$ cat src/rtl/cpu_pkg.sv
// Shared definitions for the mini CPU: memory geometry, loader framing and loader state encoding.
package cpu_pkg;

    localparam int unsigned ADDR_W     = 4;
    localparam int unsigned DATA_W     = 8;
    localparam int unsigned IMEM_DEPTH = 16;
    localparam int unsigned INSTR_W    = 8;
    localparam int unsigned CNT_W      = ADDR_W + 1;

    localparam logic [DATA_W-1:0] LOADER_SYNC = 8'hA5;

    typedef enum logic [2:0] {
        LD_IDLE = 3'd0,
        LD_LEN  = 3'd1,
        LD_DATA = 3'd2,
        LD_CSUM = 3'd3,
        LD_DONE = 3'd4,
        LD_ERR  = 3'd5
    } loader_state_t;

    // Registered instruction-memory write port
    typedef struct packed {
        logic              we;
        logic [ADDR_W-1:0] addr;
        logic [DATA_W-1:0] wdata;
    } imem_wr_t;

    // Registered loader status levels
    typedef struct packed {
        logic cpu_reset;
        logic load_done;
        logic load_err;
    } loader_status_t;

endpackage

$ cat src/rtl/prog_loader_if.sv
// Byte-wide valid/ready program stream into the loader.
interface prog_loader_if
    import cpu_pkg::*;
();
    logic              in_valid;
    logic              in_ready;
    logic [DATA_W-1:0] in_data;

    modport master (output in_valid, output in_data, input in_ready);
    modport slave  (input in_valid, input in_data, output in_ready);
endinterface

$ cat src/rtl/prog_loader.sv
// Instruction-memory loader: parses SYNC/LEN/data/CSUM frames, writes the payload
// into instruction memory and holds the CPU in reset until a frame verifies.
module prog_loader
    import cpu_pkg::*;
(
    input  logic              clk,
    input  logic              reset_n,
    prog_loader_if.slave      strm,
    output logic              imem_we,
    output logic [ADDR_W-1:0] imem_addr,
    output logic [DATA_W-1:0] imem_wdata,
    output logic              cpu_reset,
    output logic              load_done,
    output logic              load_err
);

    loader_state_t        state_q, state_d;
    logic [CNT_W-1:0]     cnt_q, cnt_d;
    logic [CNT_W-1:0]     len_q, len_d;
    logic [DATA_W-1:0]    sum_q, sum_d;
    imem_wr_t             wr_q, wr_d;
    loader_status_t       stat_q, stat_d;
    logic                 ready_q;

    logic                 xfer;
    logic                 len_ok;
    logic [CNT_W-1:0]     cnt_inc;
    logic [DATA_W-1:0]    sum_add;

    assign strm.in_ready = ready_q;
    assign imem_we       = wr_q.we;
    assign imem_addr     = wr_q.addr;
    assign imem_wdata    = wr_q.wdata;
    assign cpu_reset     = stat_q.cpu_reset;
    assign load_done     = stat_q.load_done;
    assign load_err      = stat_q.load_err;

    // Next-state, datapath and registered-output decode for each accepted byte
    always_comb begin
        state_d = state_q;
        cnt_d   = cnt_q;
        len_d   = len_q;
        sum_d   = sum_q;
        wr_d    = '{we: 1'b0, addr: wr_q.addr, wdata: wr_q.wdata};
        stat_d  = stat_q;

        xfer    = strm.in_valid & ready_q;
        len_ok  = (strm.in_data != '0) && (strm.in_data <= DATA_W'(IMEM_DEPTH));
        cnt_inc = cnt_q + CNT_W'(1);
        sum_add = sum_q + strm.in_data;

        if (xfer) begin
            case (state_q)
                LD_IDLE, LD_DONE, LD_ERR: begin
                    if (strm.in_data == LOADER_SYNC) begin
                        state_d = LD_LEN;
                        stat_d  = '{cpu_reset: 1'b1, load_done: 1'b0, load_err: 1'b0};
                    end
                end
                LD_LEN: begin
                    if (len_ok) begin
                        len_d   = CNT_W'(strm.in_data);
                        cnt_d   = '0;
                        sum_d   = '0;
                        state_d = LD_DATA;
                    end else begin
                        state_d = LD_ERR;
                        stat_d  = '{cpu_reset: 1'b1, load_done: 1'b0, load_err: 1'b1};
                    end
                end
                LD_DATA: begin
                    wr_d  = '{we: 1'b1, addr: cnt_q[ADDR_W-1:0], wdata: strm.in_data};
                    sum_d = sum_add;
                    cnt_d = cnt_inc;
                    if (cnt_inc == len_q) begin
                        state_d = LD_CSUM;
                    end
                end
                LD_CSUM: begin
                    if (sum_add == '0) begin
                        state_d = LD_DONE;
                        stat_d  = '{cpu_reset: 1'b0, load_done: 1'b1, load_err: 1'b0};
                    end else begin
                        state_d = LD_ERR;
                        stat_d  = '{cpu_reset: 1'b1, load_done: 1'b0, load_err: 1'b1};
                    end
                end
                default: begin
                    state_d = LD_IDLE;
                end
            endcase
        end
    end

    // State, datapath and output registers; reset drops any pending write
    always_ff @(posedge clk or negedge reset_n) begin
        if (!reset_n) begin
            state_q <= LD_IDLE;
            cnt_q   <= '0;
            len_q   <= '0;
            sum_q   <= '0;
            wr_q    <= '0;
            stat_q  <= '{cpu_reset: 1'b1, load_done: 1'b0, load_err: 1'b0};
            ready_q <= 1'b0;
        end else begin
            state_q <= state_d;
            cnt_q   <= cnt_d;
            len_q   <= len_d;
            sum_q   <= sum_d;
            wr_q    <= wr_d;
            stat_q  <= stat_d;
            ready_q <= 1'b1;
        end
    end

endmodule

$ cat src/flat_wrapper.sv
// flat-port wrapper written by rule: the top's interface ports become plain ports
module prog_loader_flat import cpu_pkg::*;
  (clk, reset_n, imem_we, imem_addr, imem_wdata, cpu_reset, load_done, load_err, strm_in_valid, strm_in_data, strm_in_ready);
  prog_loader_if strm_i ();
  input  logic clk;
  input  logic reset_n;
  output logic imem_we;
  output logic [ADDR_W-1:0] imem_addr;
  output logic [DATA_W-1:0] imem_wdata;
  output logic cpu_reset;
  output logic load_done;
  output logic load_err;
  input wire logic [$bits(strm_i.in_valid)-1:0] strm_in_valid;
  input wire logic [$bits(strm_i.in_data)-1:0] strm_in_data;
  output wire logic [$bits(strm_i.in_ready)-1:0] strm_in_ready;
  assign strm_i.in_valid = strm_in_valid;
  assign strm_i.in_data = strm_in_data;
  assign strm_in_ready = strm_i.in_ready;
  prog_loader u_core (.clk(clk), .reset_n(reset_n), .strm(strm_i), .imem_we(imem_we), .imem_addr(imem_addr), .imem_wdata(imem_wdata), .cpu_reset(cpu_reset), .load_done(load_done), .load_err(load_err));
endmodule
$ cat config.mk
export PLATFORM = sky130hd
export DESIGN_NAME = prog_loader_flat
export DESIGN_NICKNAME = d
export VERILOG_FILES = /design/src/rtl/cpu_pkg.sv /design/src/rtl/prog_loader_if.sv /design/src/rtl/prog_loader.sv /design/src/flat_wrapper.sv
export SDC_FILE = /design/constraint.sdc
export NUM_CORES = 1
export LEC_CHECK = 0
export ABC_CLOCK_PERIOD_IN_PS = 3820
export CAP_MARGIN = 20
export CORE_MARGIN = 2
export CORE_UTILIZATION = 55
export CTS_BUF_LIST = sky130_fd_sc_hd__clkbuf_8
export DETAILED_ROUTE_END_ITERATION = 6
export PLACE_DENSITY_LB_ADDON = 0.05
export SLEW_MARGIN = 40
export SYNTH_ARGS = -nofsm -noshare
export SYNTH_HDL_FRONTEND = slang
export SYNTH_SLANG_ARGS = --single-unit
$ cat constraint.sdc
create_clock -name clk -period 3.82 [get_ports clk]
set_clock_uncertainty 0.05 [all_clocks]
set_input_delay 0.573 -clock clk [delete_from_list [all_inputs] [get_ports clk]]
set_output_delay 0.573 -clock clk [all_outputs]
set_load 0.02 [all_outputs]
* Yosys cells after proc, flatten, opt, wreduce, memory -nomap -nowiden *
Index checks and enable logic that the tools add are counted.

cells by class
  add/subtract/negate cells = 2
  order comparisons = 1
  equality and inequality tests = 11
  muxes and demuxes = 15
  bitwise gates (word level) = 1
  reduce and logical (&&, ||, !) cells = 12

operator list
  operator                                                                count
  13-bit two-way mux                                                      2
  3-bit two-way mux                                                       6
  8-bit case mux with 2 select lines                                      1
  3-bit case mux with 4 select lines                                      1
  5-bit case mux with 2 select lines                                      1
  3-bit case mux with 3 select lines                                      1
  3-bit AND reduction                                                     3
  8-bit adder                                                             1
  8-bit equality test (second input constant)                             1
  8-bit by 5-bit <= comparator with 1-bit output (second input constant)  1
  8-bit zero test                                                         1
  8-bit two-way mux                                                       1
  8-bit nonzero test                                                      1
  3-bit by 2-bit equality test with 1-bit output (second input constant)  2
  3-bit equality test (second input constant)                             2
  2-bit by 1-bit != test with 1-bit output (second input constant)        3
  5-bit by 1-bit adder with 5-bit output (second input constant)          1
  5-bit equality test                                                     1
  5-bit two-way mux                                                       1
  4-bit AND reduction                                                     1
  3-bit by 1-bit equality test with 1-bit output (second input constant)  1
  3-bit zero test                                                         1
  3-bit nonzero test                                                      1
  3-bit OR reduction                                                      1
  other kinds (6)                                                         6

word-level totals
  flip-flop bits (word level) = 38
  bits of input ports = 11
  output and inout bits = 17
  word-level logic and storage cells = 53

* Longest topological paths before layout *
  depth in word-level cells = 4
  mapped depth = 9

* Least setup slack after synthesis *
Ideal clock, no wire load.

  path kind = in2reg
  from = input strm_in_data[0]
  to = register u_core.state_q[0]
  data arrival time = 2.419 ns
  slack = 1.223 ns
  stages on the path = 9
  path through = ha_1 inv_1 fa_1 nand2b_1 a21oi_1 mux2_4 a2111oi_4 and3_4 a21oi_1

between the ends
  word-level cells in the longest chain between the ends = 4
  elaborated cells between the ends (all ways) = 11
  classes of those cells = 1 x add/sub; 1 x order compare; 2 x eq/ne; 3 x mux; 4 x reduce/logical

ends and longest elaborated chain
  element                                                        line                                  RTL
  start, declared                                                flat_wrapper.sv:14                    input wire logic [$bits(strm_i.in_data)-1:0] strm_in_data;
  8-bit adder, or another cell as far along                      prog_loader.sv:50                     sum_add = sum_q + strm.in_data;
  8-bit zero test / 1-bit logical AND (equally long branches)    prog_loader.sv:80, prog_loader.sv:48
  1-bit two-way mux / 3-bit two-way mux (equally long branches)  prog_loader.sv:80, prog_loader.sv:61
  3-bit case mux with 4 select lines                             prog_loader.sv:53                     case (state_q)
  end signal, assigned                                           prog_loader.sv:106                    state_q <= state_d;
  end, declared                                                  prog_loader.sv:17                     loader_state_t state_q, state_d;

Several ways; a longest one is shown, not always the timed one.
A chain may end at the register's enable or synchronous reset.

* Final worst setup path *
  from = input strm_in_data[0]
  to = register u_core.stat_q, in the netlist u_core.load_done

between the ends
  word-level cells in the longest chain between the ends = 4
  elaborated cells between the ends (all ways) = 11
  classes of those cells = 1 x add/sub; 1 x order compare; 3 x eq/ne; 2 x mux; 4 x reduce/logical

ends and longest elaborated chain
  element                                                                           line                                  RTL
  8-bit adder, or another cell as far along                                         prog_loader.sv:50
  8-bit zero test / 1-bit logical AND (equally long branches)                       prog_loader.sv:80, prog_loader.sv:48
  3-bit two-way mux / 2-bit != test (equally long branches)                         -
  3-bit case mux with 3 select lines / 4-bit AND reduction (equally long branches)  -
  end signal, assigned                                                              prog_loader.sv:103                    stat_q <= '{cpu_reset: 1'b1, load_done: 1'b0, load_err: 1'b0};
  end signal, assigned                                                              prog_loader.sv:111                    stat_q <= stat_d;
  end, declared                                                                     prog_loader.sv:22                     loader_status_t stat_q, stat_d;

Several ways; a longest one is shown, not always the timed one.

==> impl_summary.txt <==
----------------------------------------------------
[Synthesis]
  Number of synthesized flops with an enable pin ... 0
  Syn nets ... 222
  Proportion of synthesized chip area in sequential cells ... 46.9%
  Leading post-synthesis cells by instance count ... sky130_fd_sc_hd__nand2_1, sky130_fd_sc_hd__dfrtp_1, sky130_fd_sc_hd__a21oi_1
  Most frequent cell after synthesis ... sky130_fd_sc_hd__nand2_1
  Number of warnings issued by yosys ... 0
  Seq cells post-synth ... 38
  Synth async-reset ratio ... 100%
  Synthesized instance count ... 202
  Count of unique library cells instantiated by Yosys ... 49
  Post-synthesis instance area ... 0.00203 mm^2
  Predominant post-synthesis flop cell ... sky130_fd_sc_hd__dfrtp_1
  Cell types occupying the most area after synthesis ... sky130_fd_sc_hd__dfrtp_1, sky130_fd_sc_hd__nand2_1, sky130_fd_sc_hd__ha_1, sky130_fd_sc_hd__a22o_1, sky130_fd_sc_hd__xnor2_1
  Cell accounting for the most synthesized area ... sky130_fd_sc_hd__dfrtp_1
  Mean instance size in the synthesized netlist ... 10.1 um^2
  Area share of the largest cell type after synthesis ... 45.6%

[Critical path]
  Startpoint of the worst-slack reg-to-reg timing path ... u_core.sum_q[0]$_DFFE_PN0P_
  Critical path required time ... 3.99 ns
  Startpoint types ... input port
  Data arrival time of the worst path ... 3.19 ns
  R2R Path End ... u_core.load_done$_DFFE_PN0P_
  Setup slack of the worst register-to-register path ... 1.31 ns
  Register-to-Register Path Depth ... 9
  Top fanout value on the critical path ... 5
  Category of the critical setup timing path ... in -> reg
  Critical Path End Type ... register
  Number of buffer and inverter instances along the worst setup path ... 2
  Max stage delay on crit path ... 0.55 ns
  Delay-heaviest family, CP ... compound AO/OA/AOI/OAI gates
  Cells along the critical path ... clkdlybuf4s50_1, ha_1, inv_1, fa_1, nand2b_1, a21oi_1, mux2_4, a2111oi_4, and3_4, a22o_1
  Cell at the slowest stage of the critical path ... sky130_fd_sc_hd__clkdlybuf4s50_1

[Cells and area]
  Nets@finish ... 250
  ANT cells ... 0
  Number of fillers in the final layout ... 297
  Fraction of layout instances using a drive strength above 1 ... 9.52%
  Non-Filler Instances ... 279
  Post-route standard cell area excluding fillers ... 0.00241 mm^2
  Area grow syn2layout ... 18.8%

[STA]
  Slew at the pin closest to its max-slew limit ... 0.678 ns
  Final max-slew violation count ... 0
  Highest attainable clock frequency ... 331 MHz
  Total negative slack for setup checks ... 0 ns
  Headroom to the max-slew limit ... 54.5%
  Min cycle time layout ... 3.02 ns
  RSZ-0062 raised after global routing ... false
  Number of hold-slack violations in the final timing report ... 0
  Final Cycle Share ... 79.0%
  Final setup violation count ... 0
  Setup slack after layout ... 0.803 ns

[Placed design]
  Pre-CTS setup slack ... 0.526 ns
  Final HPWL DP ... 3150 um
  Placed Cells incl. Taps ... 271
  Port buffer count ... 27
  Final GP Congestion ... 0.891
  Total placed instance area ... 0.00232 mm^2

[Global route]
  Top Usage Layer GRT ... met2
  Via count of the first global-routing pass ... 1,580
  Global-route usage over all layers ... 23.8%
  Total congestion overflow after global routing ... 0
  Met3 track utilization from global routing ... 6.08%
  First-pass GRT wire length ... 7430 um
  Pin count of the biggest net entering global routing ... 39
  Met1 routing resource usage after global routing ... 28.6%
  Met2 track demand over resource ... 41.4%
  Number of antenna violations at the first check in global routing ... 0

[Drt]
  Routed WL ... 4320 um
  Wire length per cell ... 15.5 um
  Vias post-DR ... 1,591
  Total DRC errors in the routed layout ... 0
  Residual antenna-violating net count after detailed routing ... 0
  Via density per instance ... 5.70
  Number of iterations in the first detailed-routing pass ... 4
  DRC marker count from the first detailed-route iteration ... 103

[Floorplanning]
  Die boundary height ... 64.8 um
  Die Width ... 64.8 um
  Number of I/O pins ... 28
  Starting density of the core ... 56.3%
  Core region area ... 0.00361 mm^2
  Die Area ... 0.00420 mm^2
  Placement Rows ... 22

[Pwr]
  Power density normalized to cell area ... 312 mW/mm^2
  Sequential cell fraction of total power ... 54.3%
  Switching fraction of total power ... 23.5%
  Power share of the clock group ... 37.4%
  Switch Pwr ... 177 uW
  Worst voltage drop across the vdd grid ... 0.244 mV
  Internal ... 576 uW
  Static leakage power ... 0.00112 uW
  Part of the total power dissipated in combinational logic ... 8.3%

[Clocking]
  Clock tree from TritonCTS ... yes
  Register clock-pin slew on the reported worst setup and hold paths ... 0.08 ns
  Number of clock sinks seen by CTS ... 38
  CTS max path bufs ... 2
  Post-CTS resize count ... 0
  Count of buffers added by post-CTS timing repair for setup ... 0
  Quantity of hold-fixing buffers added after cts ... 0
  Number of levels the H-tree was split into ... 2
  Cell at the root of the clock tree ... sky130_fd_sc_hd__clkbuf_8
  Clock buffers created by TritonCTS ... 5
  Source-to-sink clock delay at the later pin of the worst-skew pair ... 0.29 ns

[Flow run]
  Number of violations of the max-capacitance limit ... 0

[Status]
  Status ... complete, no violations

[Worst hold path]
  Min-delay worst type ... in -> async

----------------------------------------------------
[metal layers]
| layer | vias to the layer above | share of wire, % |
|---|---|---|
| li1 | 767 | - |
| met1 | 775 | 43 |
| met2 | 42 | 51 |
| met3 | 7 | 4.5 |
| met4 | 0 | 1.5 |
| met5 | - | 0 |
[stage by stage]
stage | total power [uW] | hold slack (ns) | utilization (%)
floorplan | 447 | 0.227 | -
global route | 784 | 0.224 | 67.0
global placement | 478 | 0.406 | 64.4
finish | 753 | 0.185 | 67.0
detailed placement | 479 | 0.412 | 64.4
CTS | 761 | 0.357 | 66.9
[placed cells by master (no fill, tap or decap), types with 6 or more instances in the layout]
cell type and instances:
sky130_fd_sc_hd__xor2_1 6, sky130_fd_sc_hd__a22o_1 9, sky130_fd_sc_hd__nand2_1 42, sky130_fd_sc_hd__dfrtp_1 37, sky130_fd_sc_hd__xnor2_1 7, sky130_fd_sc_hd__clkdlybuf4s50_1 26
sky130_fd_sc_hd__a21oi_1 10, sky130_fd_sc_hd__clkbuf_8 6, sky130_fd_sc_hd__nor2_1 8, sky130_fd_sc_hd__ha_1 8, sky130_fd_sc_hd__o21ai_0 6, sky130_fd_sc_hd__inv_1 7
[power groups by stage]
| stage | Combinational, uW | Sequential (uW) | Clock [uW] |
|---|---|---|---|
| final | 62.8 | 409 | 281 |
| after global placement | 61.4 | 416 | 0 |
| after global routing | 69.9 | 409 | 305 |
| after CTS | 63.1 | 409 | 289 |
| after floorplan | 28.7 | 418 | 0 |
| after detailed placement | 62.8 | 417 | 0 |
[registers in the layout, summed over array words and instances, names as in the netlist]
signal	flops
u_core.load_done	1
u_core.imem_wdata	8
u_core.imem_we	1
u_core.load_err	1
u_core.sum_q	8
u_core.cpu_reset	1
u_core.imem_addr	4
u_core.cnt_q	5
u_core.len_q	5
u_core.state_q	3
u_core.strm.in_ready	1
[worst max path at each step]
| stage | from | to | slack [ns] | cells after the start |
|---|---|---|---|---|
| floorplan | strm_in_data[0] | u_core.state_q[0]$_DFFE_PN0P_ | 1.22 | 9 |
| global placement | strm_in_data[0] | u_core.state_q[0]$_DFFE_PN0P_ | 0.56 | 10 |
| detailed placement | strm_in_data[0] | u_core.state_q[0]$_DFFE_PN0P_ | 0.53 | 10 |
| CTS | strm_in_data[0] | u_core.load_done$_DFFE_PN0P_ | 0.82 | 10 |
| global route | strm_in_data[0] | u_core.load_done$_DFFE_PN0P_ | 0.67 | 10 |
| finish | strm_in_data[0] | u_core.load_done$_DFFE_PN0P_ | 0.80 | 10 |
[worst reg2reg max path: stages (launching register included)]
cell and delay [ns]:
sky130_fd_sc_hd__dfrtp_1 0.35, sky130_fd_sc_hd__ha_1 0.18, sky130_fd_sc_hd__inv_1 0.06, sky130_fd_sc_hd__fa_1 0.39, sky130_fd_sc_hd__nand2b_1 0.17, sky130_fd_sc_hd__a21oi_1 0.18, sky130_fd_sc_hd__mux2_4 0.33, sky130_fd_sc_hd__a2111oi_4 0.33
sky130_fd_sc_hd__and3_4 0.26, sky130_fd_sc_hd__a22o_1 0.13
[cells by family after synthesis]
logic type / synth area share, %
AOI/OAI and AO/OA: 17.4
xor gates and xnor gates: 5.60
adders and majority gates: 5.91
buffers and inverters: 3.08
DFF: 46.9
muxes: 2.96
other: 0.185
and+or+nand+nor: 18.0
[final cells by class]
type | instances | area [um^2] | area share (%)
clock buffer | 6 | 82.6 | 3.42
clock inverter | 2 | 8.76 | 0.363
inverter | 7 | 26.3 | 1.09
multi-input combinational | 151 | 1020 | 42.1
sequential | 38 | 952 | 39.4
tap | 48 | 60.1 | 2.49
timing repair buffer | 27 | 268 | 11.1
No activity file was read; power rests on OpenSTA's default activity.
